[src/rtl/fpu_share_pkg.sv]
// ---------------------------------------------------------------------------
// fpu_share_pkg
// Shared types and constants for the FPU sharing controller.
//   fpu_share_state_e : controller FSM states
//   FPU_OP_W          : FPU opcode width
//   FPU_DATA_W        : FPU operand / result width
//   FPU_QNAN          : result returned when the FPU never answers
//   FPU_NOM_LAT       : nominal FPU latency (enable to valid), in cycles
// ---------------------------------------------------------------------------
package fpu_share_pkg;

    typedef enum logic [1:0] {
        IDLE  = 2'd0,
        ISSUE = 2'd1,
        WAIT  = 2'd2,
        RESP  = 2'd3
    } fpu_share_state_e;

    localparam int FPU_OP_W    = 6;
    localparam int FPU_DATA_W  = 32;
    localparam logic [FPU_DATA_W-1:0] FPU_QNAN = 32'h7FC0_0000;
    localparam int FPU_NOM_LAT = 2;

endpackage

[src/rtl/fpu_share_ctrl_rr_pick.sv]
// ---------------------------------------------------------------------------
// rr_pick
// Combinational round-robin selector. Picks the lowest requesting index at
// or after ptr, wrapping modulo N.
//   req     : request vector
//   ptr     : index with highest priority this round (must be < N)
//   gnt     : one-hot grant (all zero when no request)
//   gnt_idx : binary index of the grant (0 when no request)
// ---------------------------------------------------------------------------
module rr_pick #(
    parameter int N = 4
) (
    input  logic [N-1:0]         req,
    input  logic [$clog2(N)-1:0] ptr,
    output logic [N-1:0]         gnt,
    output logic [$clog2(N)-1:0] gnt_idx
);

    localparam int IDX_W = $clog2(N);

    logic [2*N-1:0] req_dbl;
    logic [N-1:0]   req_rot;
    logic           found;
    logic [IDX_W:0] sum;

    // Doubling the vector lets a plain part-select produce the request
    // vector rotated so that bit 0 corresponds to ptr.
    assign req_dbl = {req, req};
    assign req_rot = req_dbl[{1'b0, ptr} +: N];

    always_comb begin
        found   = 1'b0;
        gnt_idx = '0;
        sum     = '0;
        for (int j = 0; j < N; j++) begin
            if (!found && req_rot[j]) begin
                found = 1'b1;
                // Map the rotated position back to the absolute index.
                sum = {1'b0, ptr} + (IDX_W+1)'(j);
                if (sum >= (IDX_W+1)'(N)) begin
                    sum = sum - (IDX_W+1)'(N);
                end
                gnt_idx = sum[IDX_W-1:0];
            end
        end
    end

    generate
        for (genvar gi = 0; gi < N; gi++) begin : g_gnt
            assign gnt[gi] = found && (gnt_idx == IDX_W'(gi));
        end
    endgenerate

endmodule

[src/rtl/fpu_share_ctrl.sv]
// ---------------------------------------------------------------------------
// fpu_share_ctrl
// Shares a single FPU among NUM_REQ requesters. One operation is in flight
// at a time: accept (IDLE) -> one-cycle enable (ISSUE) -> wait for the FPU
// valid strobe or a watchdog timeout (WAIT) -> one-cycle response (RESP).
//
// Ports
//   Clk, Reset     : clock (rising edge), asynchronous active-high reset
//   req_valid_i    : per-requester request valid
//   req_ready_o    : per-requester accept (combinational, one-hot or zero)
//   req_op_i       : packed opcodes, requester k at [6k+5:6k]
//   req_a_i/_b_i   : packed operands, requester k at [32k+31:32k]
//   resp_valid_o   : one-hot, one-cycle response strobe
//   resp_data_o    : result, qualified by resp_valid_o
//   resp_err_o     : timeout flag, qualified by resp_valid_o
//   fpu_en_o       : one-cycle issue strobe to the FPU
//   fpu_op_o/a/b_o : operation presented to the FPU
//   fpu_result_i   : FPU result
//   fpu_valid_i    : FPU result valid (only honoured in WAIT)
//   busy_o         : high whenever the controller is not idle
// ---------------------------------------------------------------------------
module fpu_share_ctrl
    import fpu_share_pkg::*;
#(
    parameter int NUM_REQ  = 4,
    parameter int MAX_WAIT = 8
) (
    input  logic                           Clk,
    input  logic                           Reset,
    input  logic [NUM_REQ-1:0]             req_valid_i,
    output logic [NUM_REQ-1:0]             req_ready_o,
    input  logic [NUM_REQ*FPU_OP_W-1:0]    req_op_i,
    input  logic [NUM_REQ*FPU_DATA_W-1:0]  req_a_i,
    input  logic [NUM_REQ*FPU_DATA_W-1:0]  req_b_i,
    output logic [NUM_REQ-1:0]             resp_valid_o,
    output logic [FPU_DATA_W-1:0]          resp_data_o,
    output logic                           resp_err_o,
    output logic                           fpu_en_o,
    output logic [FPU_OP_W-1:0]            fpu_op_o,
    output logic [FPU_DATA_W-1:0]          fpu_a_o,
    output logic [FPU_DATA_W-1:0]          fpu_b_o,
    input  logic [FPU_DATA_W-1:0]          fpu_result_i,
    input  logic                           fpu_valid_i,
    output logic                           busy_o
);

    localparam int IDX_W  = $clog2(NUM_REQ);
    localparam int WCNT_W = $clog2(MAX_WAIT) + 1;

    fpu_share_state_e state_reg;
    fpu_share_state_e state_next;

    logic [IDX_W-1:0]      rr_ptr_reg;
    logic [IDX_W-1:0]      rr_ptr_next;
    logic [IDX_W-1:0]      idx_reg;
    logic [WCNT_W-1:0]     wait_cnt_reg;
    logic [FPU_OP_W-1:0]   op_reg;
    logic [FPU_DATA_W-1:0] a_reg;
    logic [FPU_DATA_W-1:0] b_reg;
    logic                  en_reg;
    logic [FPU_DATA_W-1:0] result_reg;
    logic                  err_reg;
    logic [NUM_REQ-1:0]    resp_valid_reg;
    logic                  busy_reg;

    logic [NUM_REQ-1:0]    gnt;
    logic [IDX_W-1:0]      gnt_idx;
    logic                  req_any;
    logic                  accept;
    logic                  timeout;
    logic [NUM_REQ-1:0]    resp_onehot;

    logic [FPU_OP_W-1:0]   op_arr [NUM_REQ];
    logic [FPU_DATA_W-1:0] a_arr  [NUM_REQ];
    logic [FPU_DATA_W-1:0] b_arr  [NUM_REQ];

    // ------------------------------------------------------------------
    // Arbiter and per-requester views of the packed payload buses
    // ------------------------------------------------------------------
    rr_pick #(
        .N       (NUM_REQ)
    ) u_rr_pick (
        .req     (req_valid_i),
        .ptr     (rr_ptr_reg),
        .gnt     (gnt),
        .gnt_idx (gnt_idx)
    );

    generate
        for (genvar gi = 0; gi < NUM_REQ; gi++) begin : g_unpack
            assign op_arr[gi]      = req_op_i[gi*FPU_OP_W +: FPU_OP_W];
            assign a_arr[gi]       = req_a_i[gi*FPU_DATA_W +: FPU_DATA_W];
            assign b_arr[gi]       = req_b_i[gi*FPU_DATA_W +: FPU_DATA_W];
            assign resp_onehot[gi] = (idx_reg == IDX_W'(gi));
        end
    endgenerate

    assign req_any     = |req_valid_i;
    assign accept      = (state_reg == IDLE) && req_any;
    assign timeout     = (wait_cnt_reg == WCNT_W'(MAX_WAIT - 1));
    assign rr_ptr_next = (idx_reg == IDX_W'(NUM_REQ - 1)) ? '0 : idx_reg + IDX_W'(1);

    // ------------------------------------------------------------------
    // FSM: state register
    // ------------------------------------------------------------------
    always_ff @(posedge Clk or posedge Reset) begin
        if (Reset) begin
            state_reg <= IDLE;
        end else begin
            state_reg <= state_next;
        end
    end

    // ------------------------------------------------------------------
    // FSM: next-state logic
    // ------------------------------------------------------------------
    always_comb begin
        state_next = state_reg;
        case (state_reg)
            IDLE:    if (req_any) state_next = ISSUE;
            ISSUE:   state_next = WAIT;
            // A valid strobe on the timeout cycle still counts as a result.
            WAIT:    if (fpu_valid_i || timeout) state_next = RESP;
            RESP:    state_next = IDLE;
            default: state_next = IDLE;
        endcase
    end

    // ------------------------------------------------------------------
    // FSM: outputs. Ready is the only combinational output; it is held
    // low while Reset is asserted so no handshake can complete then.
    // ------------------------------------------------------------------
    always_comb begin
        req_ready_o = '0;
        if ((state_reg == IDLE) && !Reset) begin
            req_ready_o = gnt;
        end
    end

    assign resp_valid_o = resp_valid_reg;
    assign resp_data_o  = result_reg;
    assign resp_err_o   = err_reg;
    assign fpu_en_o     = en_reg;
    assign fpu_op_o     = op_reg;
    assign fpu_a_o      = a_reg;
    assign fpu_b_o      = b_reg;
    assign busy_o       = busy_reg;

    // ------------------------------------------------------------------
    // Datapath registers
    // ------------------------------------------------------------------
    always_ff @(posedge Clk or posedge Reset) begin
        if (Reset) begin
            rr_ptr_reg     <= '0;
            idx_reg        <= '0;
            wait_cnt_reg   <= '0;
            op_reg         <= '0;
            a_reg          <= '0;
            b_reg          <= '0;
            en_reg         <= 1'b0;
            result_reg     <= '0;
            err_reg        <= 1'b0;
            resp_valid_reg <= '0;
            busy_reg       <= 1'b0;
        end else begin
            en_reg         <= accept;
            busy_reg       <= (state_next != IDLE);
            resp_valid_reg <= '0;

            // Payload is sampled only at the handshake and then held for
            // the FPU until the next accept.
            if (accept) begin
                idx_reg <= gnt_idx;
                op_reg  <= op_arr[gnt_idx];
                a_reg   <= a_arr[gnt_idx];
                b_reg   <= b_arr[gnt_idx];
            end

            case (state_reg)
                ISSUE: begin
                    wait_cnt_reg <= '0;
                end
                WAIT: begin
                    wait_cnt_reg <= wait_cnt_reg + WCNT_W'(1);
                    if (fpu_valid_i) begin
                        result_reg     <= fpu_result_i;
                        err_reg        <= 1'b0;
                        resp_valid_reg <= resp_onehot;
                    end else if (timeout) begin
                        result_reg     <= FPU_QNAN;
                        err_reg        <= 1'b1;
                        resp_valid_reg <= resp_onehot;
                    end
                end
                RESP: begin
                    rr_ptr_reg <= rr_ptr_next;
                end
                default: begin
                end
            endcase
        end
    end

endmodule
[config.mk]
export PLATFORM = sky130hd
export DESIGN_NAME = fpu_share_ctrl
export DESIGN_NICKNAME = d
export VERILOG_FILES = /design/src/rtl/fpu_share_pkg.sv /design/src/rtl/fpu_share_ctrl_rr_pick.sv /design/src/rtl/fpu_share_ctrl.sv
export SDC_FILE = /design/constraint.sdc
export NUM_CORES = 1
export LEC_CHECK = 0
export ABC_CLOCK_PERIOD_IN_PS = 5030
export BUFFER_PORTS_ARGS = -buffer_cell sky130_fd_sc_hd__buf_4
export CAP_MARGIN = 25
export CELL_PAD_IN_SITES_DETAIL_PLACEMENT = 0
export CELL_PAD_IN_SITES_GLOBAL_PLACEMENT = 1
export CORE_AREA = 2 2 166 168
export CTS_CLUSTER_SIZE = 28
export DETAILED_ROUTE_END_ITERATION = 6
export DIE_AREA = 0 0 168 170
export GPL_ROUTABILITY_DRIVEN = 0
export GPL_TIMING_DRIVEN = 0
export PLACE_DENSITY = 0.79
export SYNTH_ARGS = -nofsm -noshare
export SYNTH_HDL_FRONTEND = slang
export SYNTH_SLANG_ARGS = --single-unit
export TNS_END_PERCENT = 50
[constraint.sdc]
create_clock -name Clk -period 5.03 [get_ports Clk]
set_input_delay 0.503 -clock Clk [delete_from_list [all_inputs] [get_ports Clk]]
set_output_delay 0.503 -clock Clk [all_outputs]
set_load 0.005 [all_outputs]
Yosys cells after proc, flatten, opt, wreduce, memory -nomap -nowiden
Index checks and enable logic that the tools add are counted.
W data, S select, Z words.
{ "totals": {"inputBits": 319, "output_inout_bits": 113, "register_bits": 119, "wordCells": 94} }
{ "op_classes": {"reduce_logical": 22, "n_addsub": 9, "n_eq_ne": 10, "magnitude_cmp": 5, "n_bitwise": 1, "mux": 34, "shift": 1} }
{ "op_table": {"columns": ["cell", "n"], "rows": [
  ["$mux W32", 6],
  ["$bmux W32 S2", 2],
  ["$mux W2", 11],
  ["$mux W4", 4],
  ["$bmux W6 S2", 1],
  ["$eq A2 B2 Y1 const B", 6],
  ["$ge A3 B3 Y1 const B", 4],
  ["$mux W6", 2],
  ["$logic_and A1 B1 Y1", 9],
  ["$pmux W2 S4", 1],
  ["$pmux W4 S2", 1],
  ["$shiftx A8 B3 Y4", 1],
  ["$sub A2 B1 Y2 const B", 4],
  ["$add A2 B2 Y3 const B", 2],
  ["$eq A2 B1 Y1 const B", 3],
  ["$logic_not A2 Y1", 3],
  ["$mux W1", 6],
  ["$reduce_bool A2 Y1", 3],
  ["$add A4 B1 Y4 const B", 1],
  ["$eq A4 B3 Y1 const B", 1],
  ["$logic_not A1 Y1", 4],
  ["$reduce_or A4 Y1", 1],
  ["$add A2 B1 Y3 const B", 1],
  ["$ge A2 B3 Y1 const B", 1],
  ["other kinds (4)", 4]
]} }

Longest topological paths before layout
{ "logic_depth": {"depth_word": 15, "mapped_depth": 8, "ltp_nobuf": 6} }

Modules after synthesis
From an unflattened synthesis, not the netlist that was laid out.
{ "unflattened": {"hier_cells": 426, "hier_area_um2": 6970.4} }
{ "by_module_without_submodules": {"columns": ["mod", "instances", "area_per_inst_um2", "cells_per_inst"], "rows": [
  ["fpu_share_ctrl", 1, 6772.7, 395],
  ["rr_pick", 1, 197.7, 31]
]} }

Worst setup path after synthesis
OpenSTA, ideal clock, no wires.
{ "synth_timing": {"path_type": "in2out", "start": "input port Reset", "end": "output port req_ready_o[0]", "arrival_ps": 3436, "path_stages": 2, "path_slack_ps": 1091, "n_path_buf": 0, "cell_sequence": "inv_1 and3_1"} }
{ "synth_via": {"elab_chain_len": 3} }
{ "synth_rtl": {"columns": ["element", "line", "source"], "rows": [
  ["start: declaration", "fpu_share_ctrl.sv:29", "input logic Reset,"],
  ["$logic_not A1 Y1 (no line)", null, null],
  ["$logic_and A1 B1 Y1", "fpu_share_ctrl.sv:135", "if ((state_reg == IDLE) && !Reset) begin"],
  ["$mux W4", "fpu_share_ctrl.sv:135", null],
  ["end: declaration", "fpu_share_ctrl.sv:31", "output logic [NUM_REQ-1:0] req_ready_o,"]
]} }
Every way passes these cells.

Worst setup path in the final report
{ "layout_timing": {"start": "register rr_ptr_reg[1]", "end": "output port req_ready_o[2]"} }
{ "layout_via": {"elab_chain_len": 14, "word_cells_on_any_way": 33, "cone_classes": "add/sub (7); order compare (4); eq/ne (1); shift (1); mux (13); reduce/logical (7)"} }
{ "layout_rtl": {"columns": ["element", "line", "source"], "rows": [
  ["start: declaration", "fpu_share_ctrl.sv:53", "logic [IDX_W-1:0] rr_ptr_reg;"],
  ["start signal: assignment", "fpu_share_ctrl.sv:196", "rr_ptr_reg <= rr_ptr_next;"],
  ["$shiftx A8 B3 Y4", "fpu_share_ctrl_rr_pick.sv:29", "assign req_rot = req_dbl[{1'b0, ptr} +: N];"],
  ["$mux W1", "fpu_share_ctrl_rr_pick.sv:36", "if (!found && req_rot[j]) begin"],
  ["$logic_not A1 Y1", "fpu_share_ctrl_rr_pick.sv:36", null],
  ["$logic_and A1 B1 Y1", "fpu_share_ctrl_rr_pick.sv:36", null],
  ["$mux W1", "fpu_share_ctrl_rr_pick.sv:36", null],
  ["$logic_not A1 Y1", "fpu_share_ctrl_rr_pick.sv:36", null],
  ["$logic_and A1 B1 Y1", "fpu_share_ctrl_rr_pick.sv:36", null],
  ["$mux W1", "fpu_share_ctrl_rr_pick.sv:36", null],
  ["$logic_not A1 Y1", "fpu_share_ctrl_rr_pick.sv:36", null],
  ["$logic_and A1 B1 Y1", "fpu_share_ctrl_rr_pick.sv:36", null],
  ["$mux W2", "fpu_share_ctrl_rr_pick.sv:36", null],
  ["$eq A2 B2 Y1", "fpu_share_ctrl_rr_pick.sv:50", "assign gnt[gi] = found && (gnt_idx == IDX_W'(gi));"],
  ["$logic_and A1 B1 Y1 (*)", "fpu_share_ctrl_rr_pick.sv:50", null],
  ["$mux W4 (*)", "fpu_share_ctrl.sv:135", null]
]} }
Mark *: on every way between the ends. The rest lies on a longest branch, timed or not.

==> impl_metrics.ini <==
[outcome]
run_status = complete, no violations

[synthesis]
post_synthesis_simple_gate_area_fraction_pct = 8.771
ys_top_cells_by_count = sky130_fd_sc_hd__dfrtp_1 (119), sky130_fd_sc_hd__o21ai_0 (89), sky130_fd_sc_hd__nor2_1 (81), sky130_fd_sc_hd__mux2i_1 (72), sky130_fd_sc_hd__o22ai_1 (71)
synthesis.yosys.warnings = 0
synth_edf_count = 0
synth.top_cell.area_share_pct = 45.08
adder_cell_share_of_the_synthesized_area_pct = 1.705
synth_mux_area_share_pct = 11.08
synth_compound_area_share_pct = 27.03
postSynthCellCount = 678
synth.most_common_cell = sky130_fd_sc_hd__dfrtp_1
yosysSeqAreaShare_pct = 45.08
primary_flip_flop_cell_chosen_by_synthesis_mapping = sky130_fd_sc_hd__dfrtp_1
synthXorXnorAreaFrac_pct = 0
yosysUniqueCellTypes = 36
synth_top_cells_by_area = sky130_fd_sc_hd__dfrtp_1 (45%), sky130_fd_sc_hd__mux2i_1 (11%), sky130_fd_sc_hd__a221oi_1 (9.3%)
yosys.area.top_type = sky130_fd_sc_hd__dfrtp_1
avgSynthCellArea_um2 = 9.742
mappedNetlistNets = 1006
synth_top_family_by_area = compound AO/OA/AOI/OAI gates
netlist_area_um2 = 6605
synth-seq-cells = 119
synthArstFlopShare_pct = 100.0

[layout]
finish.instance_area_um2 = 10870
diodes = 0
layout.core_utilization_pct = 40.78
final_layout_size_suffix_gt1_share_pct = 43.77
final_nets = 1455
syn_to_final_growth_pct = 64.56

[cts]
post_cts.resized_instances = 0
clk_pin_slew_worst_paths_ns = 0.06
cts_made_buffers = 17
cts_max_level = 4
hold_buffers = 0
clockBufferDepth = 2
cts.sink_count = 119
ctsRootBufferMaster = sky130_fd_sc_hd__clkbuf_16
tritoncts = yes
post-cts-setup-buffer-count = 0
worst_skew_pair.late_latency_ns = 0.42

[power]
static-leakage-power_nw = 5.125
irDropWorstVdd_v = 0.0001864
power-per-cell-area_nw_per_um2 = 579.4

[placement]
dp.final_hpwl_mm = 23.55
dpl_cell_area_um2 = 10280
post-place-ws_ns = 2.291
port-buffer-count = 429

[die]
floorplan.die.width_um = 168
core_region_area_um2 = 26650
start_util_pct = 24.78
die_h_um = 170
floorplan.die_area_um2 = 28560
num_io_pins = 432
placement_rows = 60

[global_routing]
number_of_antenna_violations_at_the_first_check_in_global_routing = 0
grt_max_degree = 73
grt-ovfl-total = 0
grt_util_all_layers_pct = 20.39
number_of_global_route_vias_before_repair = 7457
grt_first_pass_wirelength_mm = 44.08

[sta]
maxSlewViolCount = 0
worst_slew_margin_rel_pct = 43.02
timing.fmax_mhz = 344.6
skew_ns = 0.01146
finalHoldViolCount = 0
time_the_worst_path_needs_with_i_o_delays_and_setup_ns = 2.902
report.final.setup_viol = 0
transition_at_the_pin_with_the_smallest_max_transition_slack_ns = 0.8548
layout_setup_ws_ns = 2.128
rsz0062_at_grt = false
finalCritPeriodShare_pct = 57.70

[critical_path]
path_max_fanout = 10
setup.worst_path.end_class = output pin
rr_endpoint = fpu_a_o[18]
cp_data_required_time_ns = 4.53
r2r_setup_slack_ns = 2.70
worstReg2RegStart = rr_ptr_reg[1]
criticalPathCategory = flip-flop to output pin
worst-endpoint-arrival_ns = 2.40
setup.worst_path.start_class = flip-flop
worst_r2r_path_depth = 7

[min_path]
hp-class = input pin to async pin

[detailed_routing]
detail_route.drc_violations = 0
dr.pass1.iters = 4
drt_wl_total_mm = 30.17
wl_per_cell_um = 20.37
drt.antenna.violating_nets = 0
vias = 7389
detail_route.vias_per_cell = 4.989
drt-initial-drc-count = 357

[job]
maxCapViolations = 0
## critical path, stage by stage, from the launching register on
cell                      delay, ns
sky130_fd_sc_hd__dfrtp_1       0.41
sky130_fd_sc_hd__buf_2         0.19
sky130_fd_sc_hd__o22a_1        0.19
sky130_fd_sc_hd__o31ai_1       0.47
sky130_fd_sc_hd__buf_2         0.40
sky130_fd_sc_hd__and3_1        0.21
sky130_fd_sc_hd__buf_4         0.11
## area by class of cell
class,instances,area [um2]
Buffer,65,365.4
Multi-Input combinational cell,480,3209
Clock inverter,15,158.9
Fill cell,2708,15780
Clock buffer,17,425.4
Timing Repair Buffer,430,3248
Tap cell,341,426.7
Inverter,14,57.56
Sequential cell,119,2978
## power by group
part           internal (mW)  switching (mW)  total [mW]
sequential              1.41           0.316        1.73
clock                  0.703           0.523        1.23
combinational           1.59            1.76        3.34
## worst max-delay path by stage
| stage | startpoint | to | slack, ns | cells after the start |
|---|---|---|---|---|
| final | rr_ptr_reg[1] | req_ready_o[2] | 2.13 | 6 |
| after floorplan | Reset | req_ready_o[0] | 1.09 | 2 |
| after global placement | Reset | req_ready_o[2] | -0.50 | 4 |
| after detailed placement | req_valid_i[1] | req_ready_o[2] | 2.29 | 7 |
| after global routing | rr_ptr_reg[1] | req_ready_o[2] | 1.94 | 6 |
| after CTS | rr_ptr_reg[1] | req_ready_o[2] | 2.10 | 6 |
## cell usage in the layout (no fill, tap or decap), drive strengths merged, types with 2 or more instances in the layout
cell	instances
and3	2
clkinvlp	2
nand2	23
clkbuf	52
nand3	6
dfrtp	119
o22ai	71
inv	23
nand2b	2
o31ai	2
o21ai	91
o22a	2
mux2i	72
nor2b	10
a221oi	70
a21oi	5
nor2	81
a22o	22
clkinv	3
buf	460
nor4	2
ha	9
## routing by layer
| layer | wire length (um) | track usage [%] |
|---|---|---|
| met2 | 14940 | 35.25 |
| met3 | 2156 | 4.930 |
| met4 | 799 | 7.335 |
| met1 | 12280 | 24.76 |
| met5 | 0 | 0 |
## kinds of logic (layout without fill, tap and decap cells)
kind of cell               count (synthesis)  after routing
AOI/OAI and AO/OA                        265            265
adders and majority gates                  9              9
buffers and inverters                     79            541
DFF                                      119            119
muxes                                     73             73
and+or+nand+nor                          133            133
## per-stage QoR
step                      hold WS [ns]  TNS (ns)  total power [mW]  instances
final                           0.1386         0             6.298       1481
after global routing            0.1696         0             6.749       1481
after CTS                       0.1495         0             6.371       1481
after detailed placement        0.4613         0             5.120       1449
after global placement          0.4563    -56.30             5.067       1448
after floorplan                 0.4444         0             3.515        678
Power figures use the tool's default switching activity.
